[config.mk]
export PLATFORM = sky130hd
export DESIGN_NAME = btn_pulse_gen
export DESIGN_NICKNAME = d
export VERILOG_FILES = /design/src/rtl/btn_pulse_gen.sv
export SDC_FILE = /design/constraint.sdc
export NUM_CORES = 1
export LEC_CHECK = 0
export BUFFER_PORTS_ARGS = -buffer_cell sky130_fd_sc_hd__buf_2
export CORE_ASPECT_RATIO = 1.5
export CORE_MARGIN = 4
export CORE_UTILIZATION = 26
export CTS_CLUSTER_SIZE = 20
export DETAILED_ROUTE_END_ITERATION = 10
export HOLD_SLACK_MARGIN = 0.02
export PLACE_DENSITY_LB_ADDON = 0.1
export SETUP_SLACK_MARGIN = 0.02
export SYNTH_ARGS = -nofsm -noshare
export SYNTH_HDL_FRONTEND = slang
export SYNTH_SLANG_ARGS = --single-unit
[constraint.sdc]
create_clock -name clk -period 2.1 [get_ports clk]
set_clock_uncertainty 0.05 [all_clocks]
set_input_delay 0.42 -clock clk [delete_from_list [all_inputs] [get_ports clk]]
set_output_delay 0.42 -clock clk [all_outputs]
set_load 0.02 [all_outputs]
[src/rtl/btn_pulse_gen.sv]
// Push-button conditioner: 2-flop synchronizer, consecutive-sample debounce and a
// four-state press FSM. Emits one registered clkpulse per press; define BTN_AUTOREPEAT_EN for auto-repeat.
module btn_pulse_gen #(
    parameter int DEBOUNCE_CYCLES = 500000
`ifdef BTN_AUTOREPEAT_EN
    ,
    parameter int REPEAT_DELAY    = 25000000,
    parameter int REPEAT_PERIOD   = 5000000
`endif
) (
    input  logic clk,
    input  logic rst_n,
    input  logic btn,
    output logic clkpulse,
    output logic btn_level
);

    localparam int DB_W = $clog2(DEBOUNCE_CYCLES) + 1;
    localparam logic [DB_W-1:0] DB_LAST = DB_W'(DEBOUNCE_CYCLES - 1);

    typedef enum logic [1:0] {
        IDLE,
        PRESS_WAIT,
        HELD,
        RELEASE_WAIT
    } state_t;

    state_t          state;
    state_t          state_nxt;
    logic            s1;
    logic            s2;
    logic [DB_W-1:0] db_cnt;
    logic [DB_W-1:0] db_cnt_nxt;
    logic            press_commit;
    logic            release_commit;
    logic            level_nxt;
    logic            pulse_nxt;

    // Debounce FSM: the wait states count consecutive differing samples of s2;
    // any sample back at the stable level drops to the stable state and clears.
    always_comb begin
        state_nxt      = state;
        db_cnt_nxt     = '0;
        press_commit   = 1'b0;
        release_commit = 1'b0;
        unique case (state)
            IDLE: begin
                if (s2) begin
                    state_nxt  = PRESS_WAIT;
                    db_cnt_nxt = db_cnt + 1'b1;
                end
            end
            PRESS_WAIT: begin
                if (!s2) begin
                    state_nxt = IDLE;
                end else if (db_cnt == DB_LAST) begin
                    state_nxt    = HELD;
                    press_commit = 1'b1;
                end else begin
                    db_cnt_nxt = db_cnt + 1'b1;
                end
            end
            HELD: begin
                if (!s2) begin
                    state_nxt  = RELEASE_WAIT;
                    db_cnt_nxt = db_cnt + 1'b1;
                end
            end
            RELEASE_WAIT: begin
                if (s2) begin
                    state_nxt = HELD;
                end else if (db_cnt == DB_LAST) begin
                    state_nxt      = IDLE;
                    release_commit = 1'b1;
                end else begin
                    db_cnt_nxt = db_cnt + 1'b1;
                end
            end
            default: state_nxt = IDLE;
        endcase
    end

    always_comb begin
        level_nxt = btn_level;
        if (press_commit) begin
            level_nxt = 1'b1;
        end else if (release_commit) begin
            level_nxt = 1'b0;
        end
    end

`ifdef BTN_AUTOREPEAT_EN
    localparam int RP_MAX = (REPEAT_DELAY > REPEAT_PERIOD) ? REPEAT_DELAY : REPEAT_PERIOD;
    localparam int RP_W   = $clog2(RP_MAX) + 1;
    localparam logic [RP_W-1:0] RD_LAST = RP_W'(REPEAT_DELAY - 1);
    localparam logic [RP_W-1:0] RP_LAST = RP_W'(REPEAT_PERIOD - 1);

    logic [RP_W-1:0] rp_cnt;
    logic [RP_W-1:0] rp_cnt_nxt;
    logic            rp_first;
    logic            rp_first_nxt;
    logic            rp_fire;

    // Repeat timer keeps running through RELEASE_WAIT so a bouncy release does
    // not restart the cadence; the release commit cycle itself never fires.
    always_comb begin
        rp_cnt_nxt   = rp_cnt;
        rp_first_nxt = rp_first;
        rp_fire      = 1'b0;
        if (press_commit) begin
            rp_cnt_nxt   = '0;
            rp_first_nxt = 1'b1;
        end else if (state == HELD || state == RELEASE_WAIT) begin
            if (rp_cnt == (rp_first ? RD_LAST : RP_LAST)) begin
                rp_cnt_nxt   = '0;
                rp_first_nxt = 1'b0;
                rp_fire      = !release_commit;
            end else begin
                rp_cnt_nxt = rp_cnt + 1'b1;
            end
        end else begin
            rp_cnt_nxt = '0;
        end
    end

    always_ff @(posedge clk) begin
        if (!rst_n) begin
            rp_cnt   <= '0;
            rp_first <= 1'b0;
        end else begin
            rp_cnt   <= rp_cnt_nxt;
            rp_first <= rp_first_nxt;
        end
    end

    assign pulse_nxt = press_commit | rp_fire;
`else
    assign pulse_nxt = press_commit;
`endif

    always_ff @(posedge clk) begin
        if (!rst_n) begin
            s1        <= 1'b0;
            s2        <= 1'b0;
            state     <= IDLE;
            db_cnt    <= '0;
            btn_level <= 1'b0;
            clkpulse  <= 1'b0;
        end else begin
            s1        <= btn;
            s2        <= s1;
            state     <= state_nxt;
            db_cnt    <= db_cnt_nxt;
            btn_level <= level_nxt;
            clkpulse  <= pulse_nxt;
        end
    end

endmodule

==> flow_summary.json, run 1 <==
{
  "multi_input_area_um2": 576,
  "grt_first_pass_wirelength_um": 3950,
  "cp.buffers_inverters": 0,
  "critical_path.startpoint_type": "register",
  "cts.htree.levels": 1,
  "worst_ep_required_ns": 2.26,
  "grt_pass1_vias": 882,
  "layout-drive-gt1-share_pct": 9.63,
  "cts_root_buffer": "sky130_fd_sc_hd__clkbuf_8",
  "antenna_left": 0,
  "cp_slowest_cell": "sky130_fd_sc_hd__or4_1",
  "synth_nets": 133,
  "worstSkewPairLatency_ns": 0.27,
  "static-leakage-power_nw": 0.393,
  "floorplan.die.width_um": 61.8,
  "remaining_drc_errors": 0,
  "routed_wl_um": 2250,
  "detail_route.first_pass.iterations": 3,
  "postSynthRegisterBits": 26,
  "post-route-cell-area_um2": 1290,
  "fin_setup_tns_ns": 0,
  "drtIter0Drc": 11,
  "worst_ep_arrival_time_ns": 2.11,
  "power_per_unit_of_standard_cell_area_nw_per_um2": 718,
  "cts_inserted_buffers": 3,
  "number_of_buffers_added_to_fix_hold_violations_after_cts": 0,
  "final-setup-viol-count": 0,
  "largest_net_degree_at_the_start_of_global_routing": 20,
  "wl_per_cell_um": 12.4,
  "layout-area-overhead-vs-synth_pct": 14.1,
  "post_cts_setup_buffer_count": 0,
  "n_fill_cell": 453,
  "cell_count_final_fillers_out": 181,
  "worst_path_largest_cell_delay_ns": 0.54,
  "layout.core_utilization_pct": 30.6,
  "synth_edf_count": 0,
  "timing.final.hold_violations": 0,
  "crit_chain": "nand4_2 > or3_1 > or4_1 > a21oi_1",
  "count_of_placed_standard_cells_including_taps": 177,
  "synthesis.area_per_instance_um2": 8.75,
  "row_count": 29,
  "critical_path_type": "register to register",
  "io_pins": 5,
  "place_hpwl_um": 1640,
  "placed_cell_area_um2": 1220,
  "synthesis.area_um2": 1130,
  "timing.critical_path.fanout_max": 10,
  "fin_crit_sh_pct": 93.0,
  "timing.slew.headroom_pct": 74.1,
  "outcome": "finished, final reports clean",
  "max-vdd-ir-drop_v": 0.000369,
  "via_count": 888,
  "final_nets": 140,
  "number_of_antenna_violations_at_the_first_check_in_global_routing": 0,
  "final_max_slew_viol_count": 0,
  "synth_cell_type_count": 28,
  "gpl_wtd_cong": 0.827,
  "diodes": 0,
  "die_y_um": 88.7,
  "period_needed_ns": 1.95,
  "design.core.area_um2": 4210,
  "total_power_w": 0.000925,
  "grt_overflow_total": 0,
  "timing_worst_slew_pin_value_ns": 0.383,
  "cts.sinks": 26,
  "yosysWarnings": 0,
  "start_util_pct": 26.8,
  "worst_setup_hold_path_clk_slew_ns": 0.09,
  "seqCellArea_um2": 520,
  "tritoncts": "yes",
  "dieArea_um2": 5480,
  "vias_per_cell": 4.91,
  "global_route.usage.total_pct": 9.48,
  "timing.fmax_mhz": 512,
  "port_buffers": 4,
  "cts_max_path_buffers": 2,
  "async_flop_share_pct": 0,
  "timing.hold.worst.class": "input port to register",
  "synth_ff_type": "sky130_fd_sc_hd__dfxtp_1",
  "maxCapViolations": 0,
  "ys_seq_area_share_pct": 46.1,
  "timing.critical_path.max_delay_family": "simple AND/OR/NAND/NOR gates",
  "cp-end-kind": "register",
  "rsz0062_at_grt": "false",
  "number_of_standard_cells_after_synthesis": 129,
  "cts_resized": 0
}
worst reg2reg max path: cells and delay by family, from the launching register on:
kind             cells  cell delay (ns)
AO/OA/AOI/OAI        1             0.14
flip-flops           1             0.45
AND/OR/NAND/NOR      3             1.25
Yosys cell counts (2+ instances only):
cell type | number | share of area [%]
sky130_fd_sc_hd__clkbuf_1 | 2 | 0.67
sky130_fd_sc_hd__or4_1 | 4 | 2.7
sky130_fd_sc_hd__o21ai_0 | 3 | 1.3
sky130_fd_sc_hd__o31ai_1 | 4 | 2.7
sky130_fd_sc_hd__dfxtp_1 | 26 | 46
sky130_fd_sc_hd__nand2_1 | 12 | 4.0
sky130_fd_sc_hd__inv_1 | 4 | 1.3
sky130_fd_sc_hd__and2_1 | 2 | 1.1
sky130_fd_sc_hd__nand4_1 | 5 | 2.8
sky130_fd_sc_hd__xnor2_1 | 7 | 5.4
sky130_fd_sc_hd__a21oi_1 | 6 | 2.7
sky130_fd_sc_hd__or3_1 | 4 | 2.2
sky130_fd_sc_hd__xor2_1 | 6 | 4.7
sky130_fd_sc_hd__nand3_1 | 9 | 4.0
sky130_fd_sc_hd__and4_1 | 2 | 1.6
sky130_fd_sc_hd__nor2_1 | 15 | 5.0
sky130_fd_sc_hd__buf_2 | 2 | 0.89
sky130_fd_sc_hd__nor3_1 | 3 | 1.3
sky130_fd_sc_hd__nor4_1 | 4 | 2.2
registers in the layout, indices dropped and copies added, names as in the netlist, named ones only:
register	flops
clkpulse	1
state	1
s1	1
s2	1
db_cnt	20
btn_level	1
metal layers:
metal	part of all wire [%]	up-vias	GRT usage (%)
li1	-	472	-
met3	1.6	4	1.90
met4	2.2	0	5.79
met1	49	408	12.1
met5	0	-	0
met2	47	4	14.3
final timing paths:
check | from | endpoint | slack [ns] | cells after the start
setup / recovery | db_cnt[7]$_SDFF_PN0_ | db_cnt[18]$_SDFF_PN0_ | 0.15 | 4
hold / removal | btn | s1$_SDFF_PN0_ | 0.30 | 2
setup reg to reg | db_cnt[7]$_SDFF_PN0_ | db_cnt[18]$_SDFF_PN0_ | 0.15 | 4
hold reg to reg | s1$_SDFF_PN0_ | s2$_SDFF_PN0_ | 0.39 | 1
cell families (layout without fill, tap and decap cells):
| kind of cell | Yosys count | after routing | synth area share (%) |
|---|---|---|---|
| AO/OA/AOI/OAI | 16 | 16 | 9.09 |
| buffers and inverters | 8 | 14 | 2.88 |
| AND/OR/NAND/NOR | 65 | 65 | 30.7 |
| flip-flops | 26 | 26 | 46.1 |
| adder cells (fa/ha/maj) | 1 | 1 | 1.11 |
| XOR/XNOR | 13 | 13 | 10.1 |
report_power, final:
part           leakage (nW)  total [W]  switching (W)  internal, W
registers             0.210   0.000497     0.00000134     0.000495
logic                 0.147  0.0000132     0.00000708   0.00000615
clock network        0.0357   0.000415       0.000160     0.000255
total                 0.393   0.000925       0.000168     0.000756
cells in the final DEF, fill, tap and decap left out, drive strengths merged:
| master | n |
|---|---|
| and2 | 2 |
| nand2 | 12 |
| o31ai | 4 |
| nor3 | 3 |
| nand3 | 9 |
| and4 | 2 |
| nor4 | 4 |
| o211ai | 1 |
| bufinv | 1 |
| xnor2 | 7 |
| nor4bb | 1 |
| o311ai | 1 |
| ha | 1 |
| nand4 | 6 |
| or3 | 4 |
| o21bai | 1 |
| buf | 6 |
| inv | 4 |
| nor2 | 15 |
| a21oi | 6 |
| o21ai | 3 |
| or2 | 2 |
| clkbuf | 3 |
| nor4b | 1 |
| dfxtp | 26 |
| xor2 | 6 |
| or4 | 4 |
per-stage QoR:
stage | worst slack (ns) | hold WS [ns]
final | 0.148 | 0.303
after global routing | 0.0233 | 0.309
after CTS | 0.157 | 0.296
after detailed placement | 0.176 | 0.373
after global placement | 0.212 | 0.366
after floorplan | 0.247 | 0.362
cell type report:
type                       instances  share of cell area [%]
tap                               46                    4.47
inverter                           4                    1.17
timing repair buffer               6                    3.69
clock inverter                     1                    2.33
multi-input combinational         95                    44.7
sequential                        26                    40.4
clock buffer                       3                    3.21
No activity file was read; power rests on OpenSTA's default activity.
==> inputs of run 2 (changes only) <==
--- a/config.mk
+++ b/config.mk
@@ -5,13 +5,14 @@
 export SDC_FILE = /design/constraint.sdc
 export NUM_CORES = 1
 export LEC_CHECK = 0
-export BUFFER_PORTS_ARGS = -buffer_cell sky130_fd_sc_hd__buf_2
+export BUFFER_PORTS_ARGS = -buffer_cell sky130_fd_sc_hd__buf_4
 export CORE_ASPECT_RATIO = 1.5
 export CORE_MARGIN = 4
 export CORE_UTILIZATION = 26
 export CTS_CLUSTER_SIZE = 20
 export DETAILED_ROUTE_END_ITERATION = 10
 export HOLD_SLACK_MARGIN = 0.02
+export MAX_ROUTING_LAYER = met4
 export PLACE_DENSITY_LB_ADDON = 0.1
 export SETUP_SLACK_MARGIN = 0.02
 export SYNTH_ARGS = -nofsm -noshare
==> flow_summary.json, run 2 (synthesis results as in run 1) <==
{
  "outcome": "finished, final reports clean",
  "timing.critical_path.fanout_max": 10,
  "number_of_buffers_added_to_fix_hold_violations_after_cts": 0,
  "largest_net_degree_at_the_start_of_global_routing": 20,
  "cts_inserted_buffers": 3,
  "row_count": 29,
  "fin_setup_tns_ns": 0,
  "power_per_unit_of_standard_cell_area_nw_per_um2": 712,
  "tritoncts": "yes",
  "critical_path.startpoint_type": "register",
  "worst_path_largest_cell_delay_ns": 0.51,
  "grt_overflow_total": 0,
  "max-vdd-ir-drop_v": 0.000322,
  "final-setup-viol-count": 0,
  "timing.fmax_mhz": 536,
  "period_needed_ns": 1.86,
  "maxCapViolations": 0,
  "post-route-cell-area_um2": 1300,
  "cp-end-kind": "register",
  "design.core.area_um2": 4210,
  "routed_wl_um": 2270,
  "global_route.usage.total_pct": 10.1,
  "critical_path_type": "register to register",
  "setup_ws_ns": 0.235,
  "timing.slew.headroom_pct": 72.9,
  "largest_reg_flops": 20,
  "grt_pass1_vias": 851,
  "fin_crit_sh_pct": 88.8,
  "worst_ep_arrival_time_ns": 2.02,
  "mostFrequentLayoutCell": "sky130_fd_sc_hd__dfxtp_1",
  "holdWs_ns": 0.304,
  "io_pins": 5,
  "wl_per_cell_um": 12.5,
  "power.share.clock_pct": 45.0,
  "switching_power_w": 0.000170,
  "sequentialPowerShare_pct": 53.5,
  "final_max_slew_viol_count": 0,
  "place_hpwl_um": 1660,
  "cts.htree.levels": 1,
  "timing.hold.worst.class": "input port to register",
  "floorplan.die.width_um": 61.8,
  "number_of_antenna_violations_at_the_first_check_in_global_routing": 0,
  "layout-drive-gt1-share_pct": 11.1,
  "cts_root_buffer": "sky130_fd_sc_hd__clkbuf_8",
  "drtIter0Drc": 23,
  "power_share_of_the_combinational_group_pct": 1.5,
  "via_count": 886,
  "n_fill_cell": 464,
  "cts_max_path_buffers": 2,
  "gpl_wtd_cong": 0.785,
  "crit_chain": "nand4_2 > or3_4 > or4_1 > a21oi_1",
  "cp.buffers_inverters": 0,
  "timing.critical_path.max_delay_family": "simple AND/OR/NAND/NOR gates",
  "worst_setup_hold_path_clk_slew_ns": 0.09,
  "regMostFlops": "db_cnt",
  "antenna_left": 0,
  "vias_per_cell": 4.90,
  "worst_case_setup_slack_after_placement_ns": 0.167,
  "dieArea_um2": 5480,
  "detail_route.first_pass.iterations": 4,
  "remaining_drc_errors": 0,
  "most_frequent_cells_in_the_layout": "sky130_fd_sc_hd__dfxtp_1, sky130_fd_sc_hd__nor2_1, sky130_fd_sc_hd__nand2_1",
  "p_sw_share_pct": 18.4,
  "cp_slowest_cell": "sky130_fd_sc_hd__or4_1",
  "diodes": 0,
  "final_nets": 140,
  "layout-area-overhead-vs-synth_pct": 15.5,
  "placed_cell_area_um2": 1230,
  "cts.sinks": 26,
  "timing.final.hold_violations": 0,
  "start_util_pct": 26.8,
  "port_buffers": 4,
  "die_y_um": 88.7,
  "worstSkewPairLatency_ns": 0.27,
  "worst_ep_required_ns": 2.26,
  "grt_first_pass_wirelength_um": 3970,
  "timing_worst_slew_pin_value_ns": 0.403,
  "static-leakage-power_nw": 0.396,
  "rsz0062_at_grt": "false",
  "p_int_w": 0.000758
}
run 2: cell counts in the layout (fill, tap and decap cells not counted):
No cell type changed its count.
run 2: final timing paths:
kind | from | endpoint | cells past startpoint | slack [ns]
setup / recovery | db_cnt[7]$_SDFF_PN0_ | db_cnt[18]$_SDFF_PN0_ | 4 | 0.24
hold / removal | btn | s1$_SDFF_PN0_ | 2 | 0.30
setup reg to reg | db_cnt[7]$_SDFF_PN0_ | db_cnt[18]$_SDFF_PN0_ | 4 | 0.24
hold reg to reg | s1$_SDFF_PN0_ | s2$_SDFF_PN0_ | 1 | 0.39
run 2: layer usage:
metal | track usage [%] | vias up | share of wire, %
li1 | - | 471 | -
met4 | 4.63 | 0 | 1.0
met3 | 1.75 | 2 | 2.0
met1 | 12.7 | 407 | 48
met2 | 15.3 | 6 | 49
met5 | - | - | 0
run 2: repair_timing:
item                                    in CTS  in global routing
setup buffers                                0                  0
gates resized for setup                      0                  2
endpoints found under the setup margin       0                  1
hold endpoints to repair                     0                  0
run 2: per-stage QoR:
stage               cells  power [W]  utilization (%)
global placement      177   0.000523             29.1
global route          181   0.000969             31.0
floorplan             129   0.000514                -
CTS                   181   0.000945             30.8
detailed placement    177   0.000523             29.1
finish                181   0.000928             31.0
run 2: layout make-up:
class / instances / area, um^2 / share of cell area (%)
Multi-Input combinational cell: 95 / 582 / 44.6
Tap cell: 46 / 57.6 / 4.41
Sequential cell: 26 / 520 / 39.9
Inverter: 4 / 15.0 / 1.15
Timing Repair Buffer: 6 / 57.6 / 4.41
Clock buffer: 3 / 41.3 / 3.17
Clock inverter: 1 / 30.0 / 2.30
run 2: power by group through the flow:
stage	combinational, W	clock (W)	sequential [W]
6_report	0.0000142	0.000417	0.000497
5_1_grt	0.0000161	0.000455	0.000497
4_1_cts	0.0000146	0.000433	0.000497
3_5_place_dp	0.0000145	0	0.000508
3_3_place_gp	0.0000143	0	0.000508
2_1_floorplan	0.00000572	0	0.000508
==> inputs of run 3 (changes only) <==
--- a/config.mk
+++ b/config.mk
@@ -6,6 +6,8 @@
 export NUM_CORES = 1
 export LEC_CHECK = 0
 export BUFFER_PORTS_ARGS = -buffer_cell sky130_fd_sc_hd__buf_4
+export CELL_PAD_IN_SITES_DETAIL_PLACEMENT = 1
+export CELL_PAD_IN_SITES_GLOBAL_PLACEMENT = 1
 export CORE_ASPECT_RATIO = 1.5
 export CORE_MARGIN = 4
 export CORE_UTILIZATION = 26
@@ -14,6 +16,7 @@
 export HOLD_SLACK_MARGIN = 0.02
 export MAX_ROUTING_LAYER = met4
 export PLACE_DENSITY_LB_ADDON = 0.1
+export REMOVE_ABC_BUFFERS = 1
 export SETUP_SLACK_MARGIN = 0.02
 export SYNTH_ARGS = -nofsm -noshare
 export SYNTH_HDL_FRONTEND = slang
==> flow_summary.json, run 3 (synthesis results as in run 1) <==
{
  "regMostFlops": "db_cnt",
  "total_power_w": 0.000845,
  "critical_path.startpoint_type": "register",
  "post-route-cell-area_um2": 1290,
  "cts_root_buffer": "sky130_fd_sc_hd__clkbuf_8",
  "worst-r2r-setup-slack_ns": 0.16,
  "routed_wl_um": 2640,
  "count_of_placed_standard_cells_including_taps": 178,
  "reg2reg_to": "db_cnt[18]$_SDFF_PN0_",
  "static-leakage-power_nw": 0.394,
  "maxCapViolations": 0,
  "row_count": 29,
  "diodes": 0,
  "n_fill_cell": 499,
  "grt_overflow_total": 0,
  "most_frequent_cells_in_the_layout": "sky130_fd_sc_hd__dfxtp_1, sky130_fd_sc_hd__nor2_1, sky130_fd_sc_hd__nand2_1",
  "placed_cell_area_um2": 1230,
  "p_int_w": 0.000670,
  "cts.sinks": 26,
  "met2WireLength_um": 1350,
  "worst_setup_path_startpoint": "db_cnt[9]$_SDFF_PN0_",
  "cts.htree.levels": 1,
  "worst_ep_required_ns": 2.26,
  "largest_reg_flops": 20,
  "sequentialPowerShare_pct": 58.8,
  "power.share.clock_pct": 39.6,
  "switching_power_w": 0.000175,
  "timing.hold.worst.class": "input port to register",
  "worstSkewPairLatency_ns": 0.27,
  "cp-end-kind": "register",
  "wl_met1_um": 1180,
  "critical_path_sink": "db_cnt[18]$_SDFF_PN0_",
  "wl_per_cell_um": 14.5,
  "top_layer_used": "met4",
  "timing.fmax_mhz": 515,
  "layout-drive-gt1-share_pct": 11.0,
  "timing.critical_path.fanout_max": 10,
  "cts_inserted_buffers": 3,
  "p_sw_share_pct": 20.7,
  "timing_worst_slew_pin_value_ns": 0.449,
  "place_hpwl_um": 1980,
  "worst_ep_arrival_time_ns": 2.10,
  "setup_ws_ns": 0.160,
  "timing.slew.headroom_pct": 69.7,
  "power_per_unit_of_standard_cell_area_nw_per_um2": 653,
  "cts_max_path_buffers": 2,
  "worst_r2r_path_depth": 4,
  "worstReg2RegStart": "db_cnt[9]$_SDFF_PN0_",
  "grt_pass1_vias": 991,
  "design.core.area_um2": 4210,
  "cell_count_final_fillers_out": 182,
  "period_needed_ns": 1.94,
  "largest_net_degree_at_the_start_of_global_routing": 20,
  "layout-area-overhead-vs-synth_pct": 14.7,
  "gpl_wtd_cong": 0.671,
  "detail_route.first_pass.iterations": 4,
  "power_share_of_the_combinational_group_pct": 1.6,
  "max-vdd-ir-drop_v": 0.000310,
  "global_route.usage.total_pct": 11.5,
  "cts_resized": 0,
  "timing.final.hold_violations": 0,
  "whs_path_depth": 2,
  "mostFrequentLayoutCell": "sky130_fd_sc_hd__dfxtp_1",
  "io_pins": 5,
  "worst_case_setup_slack_after_placement_ns": 0.180,
  "fin_crit_sh_pct": 92.4,
  "floorplan.die.width_um": 61.8,
  "via_count": 922,
  "dieArea_um2": 5480,
  "vias_per_cell": 5.07,
  "fin_setup_tns_ns": 0,
  "drtIter0Drc": 9,
  "critical_path_type": "register to register",
  "tritoncts": "yes",
  "worst_setup_hold_path_clk_slew_ns": 0.09,
  "met3WireLength_um": 72,
  "rsz0062_at_grt": "false",
  "outcome": "finished, final reports clean",
  "grt_first_pass_wirelength_um": 4570,
  "die_y_um": 88.7,
  "final-setup-viol-count": 0,
  "final_max_slew_viol_count": 0,
  "start_util_pct": 26.8,
  "port_buffers": 4,
  "post_cts_setup_buffer_count": 0,
  "number_of_buffers_added_to_fix_hold_violations_after_cts": 0,
  "antenna_left": 0,
  "remaining_drc_errors": 0,
  "number_of_antenna_violations_at_the_first_check_in_global_routing": 0,
  "final_nets": 141
}
==> run 3: changes by cell type in the layout (fill, tap and decap cells not counted), sizes merged <==
cell | previous run | this run
clkbuf | 3 | 4
buf | 6 | 7
bufinv | 1 | 0
==> run 3: power groups by stage <==
stage / logic [W] / clock network (W) / registers, W
after CTS: 0.0000142 / 0.000347 / 0.000497
after global placement: 0.0000138 / 0 / 0.000509
after global routing: 0.0000152 / 0.000365 / 0.000498
after floorplan: 0.00000546 / 0 / 0.000508
final: 0.0000136 / 0.000335 / 0.000497
after detailed placement: 0.0000142 / 0 / 0.000509
==> run 3: routing by layer <==
| layer | vias to the layer above | GRT usage, % |
|---|---|---|
| li1 | 469 | - |
| met3 | 4 | 2.19 |
| met5 | - | - |
| met2 | 8 | 19.4 |
| met1 | 441 | 13.2 |
| met4 | 0 | 4.05 |
==> run 3: critical path, stage by stage, from the launching register on <==
cell	delay, ns
sky130_fd_sc_hd__dfxtp_1	0.44
sky130_fd_sc_hd__nand4_2	0.17
sky130_fd_sc_hd__or3_1	0.54
sky130_fd_sc_hd__or4_1	0.53
sky130_fd_sc_hd__a21oi_1	0.14
==> run 3: cell type report <==
cell class	instances	area [um^2]	share of cell area, %
Multi-Input combinational cell	95	582	44.9
Sequential cell	26	520	40.2
Clock buffer	4	55.1	4.25
Timing Repair Buffer	7	65.1	5.02
Inverter	4	15.0	1.16
Tap cell	46	57.6	4.44
==> run 3: metrics by stage <==
stage               utilization [%]  hold WS (ns)
detailed placement             29.3         0.385
CTS                            30.6         0.297
finish                         30.8         0.298
global placement               29.3         0.374
global route                   30.8         0.297
floorplan                         -         0.362
==> run 3: how the worst min path moves through the flow <==
stage	to	slack [ns]	startpoint
after floorplan	s2$_SDFF_PN0_	0.36	s1$_SDFF_PN0_
after global placement	s2$_SDFF_PN0_	0.37	s1$_SDFF_PN0_
after detailed placement	s2$_SDFF_PN0_	0.38	s1$_SDFF_PN0_
after CTS	s1$_SDFF_PN0_	0.30	btn
after global routing	s1$_SDFF_PN0_	0.30	btn
final	s1$_SDFF_PN0_	0.30	btn
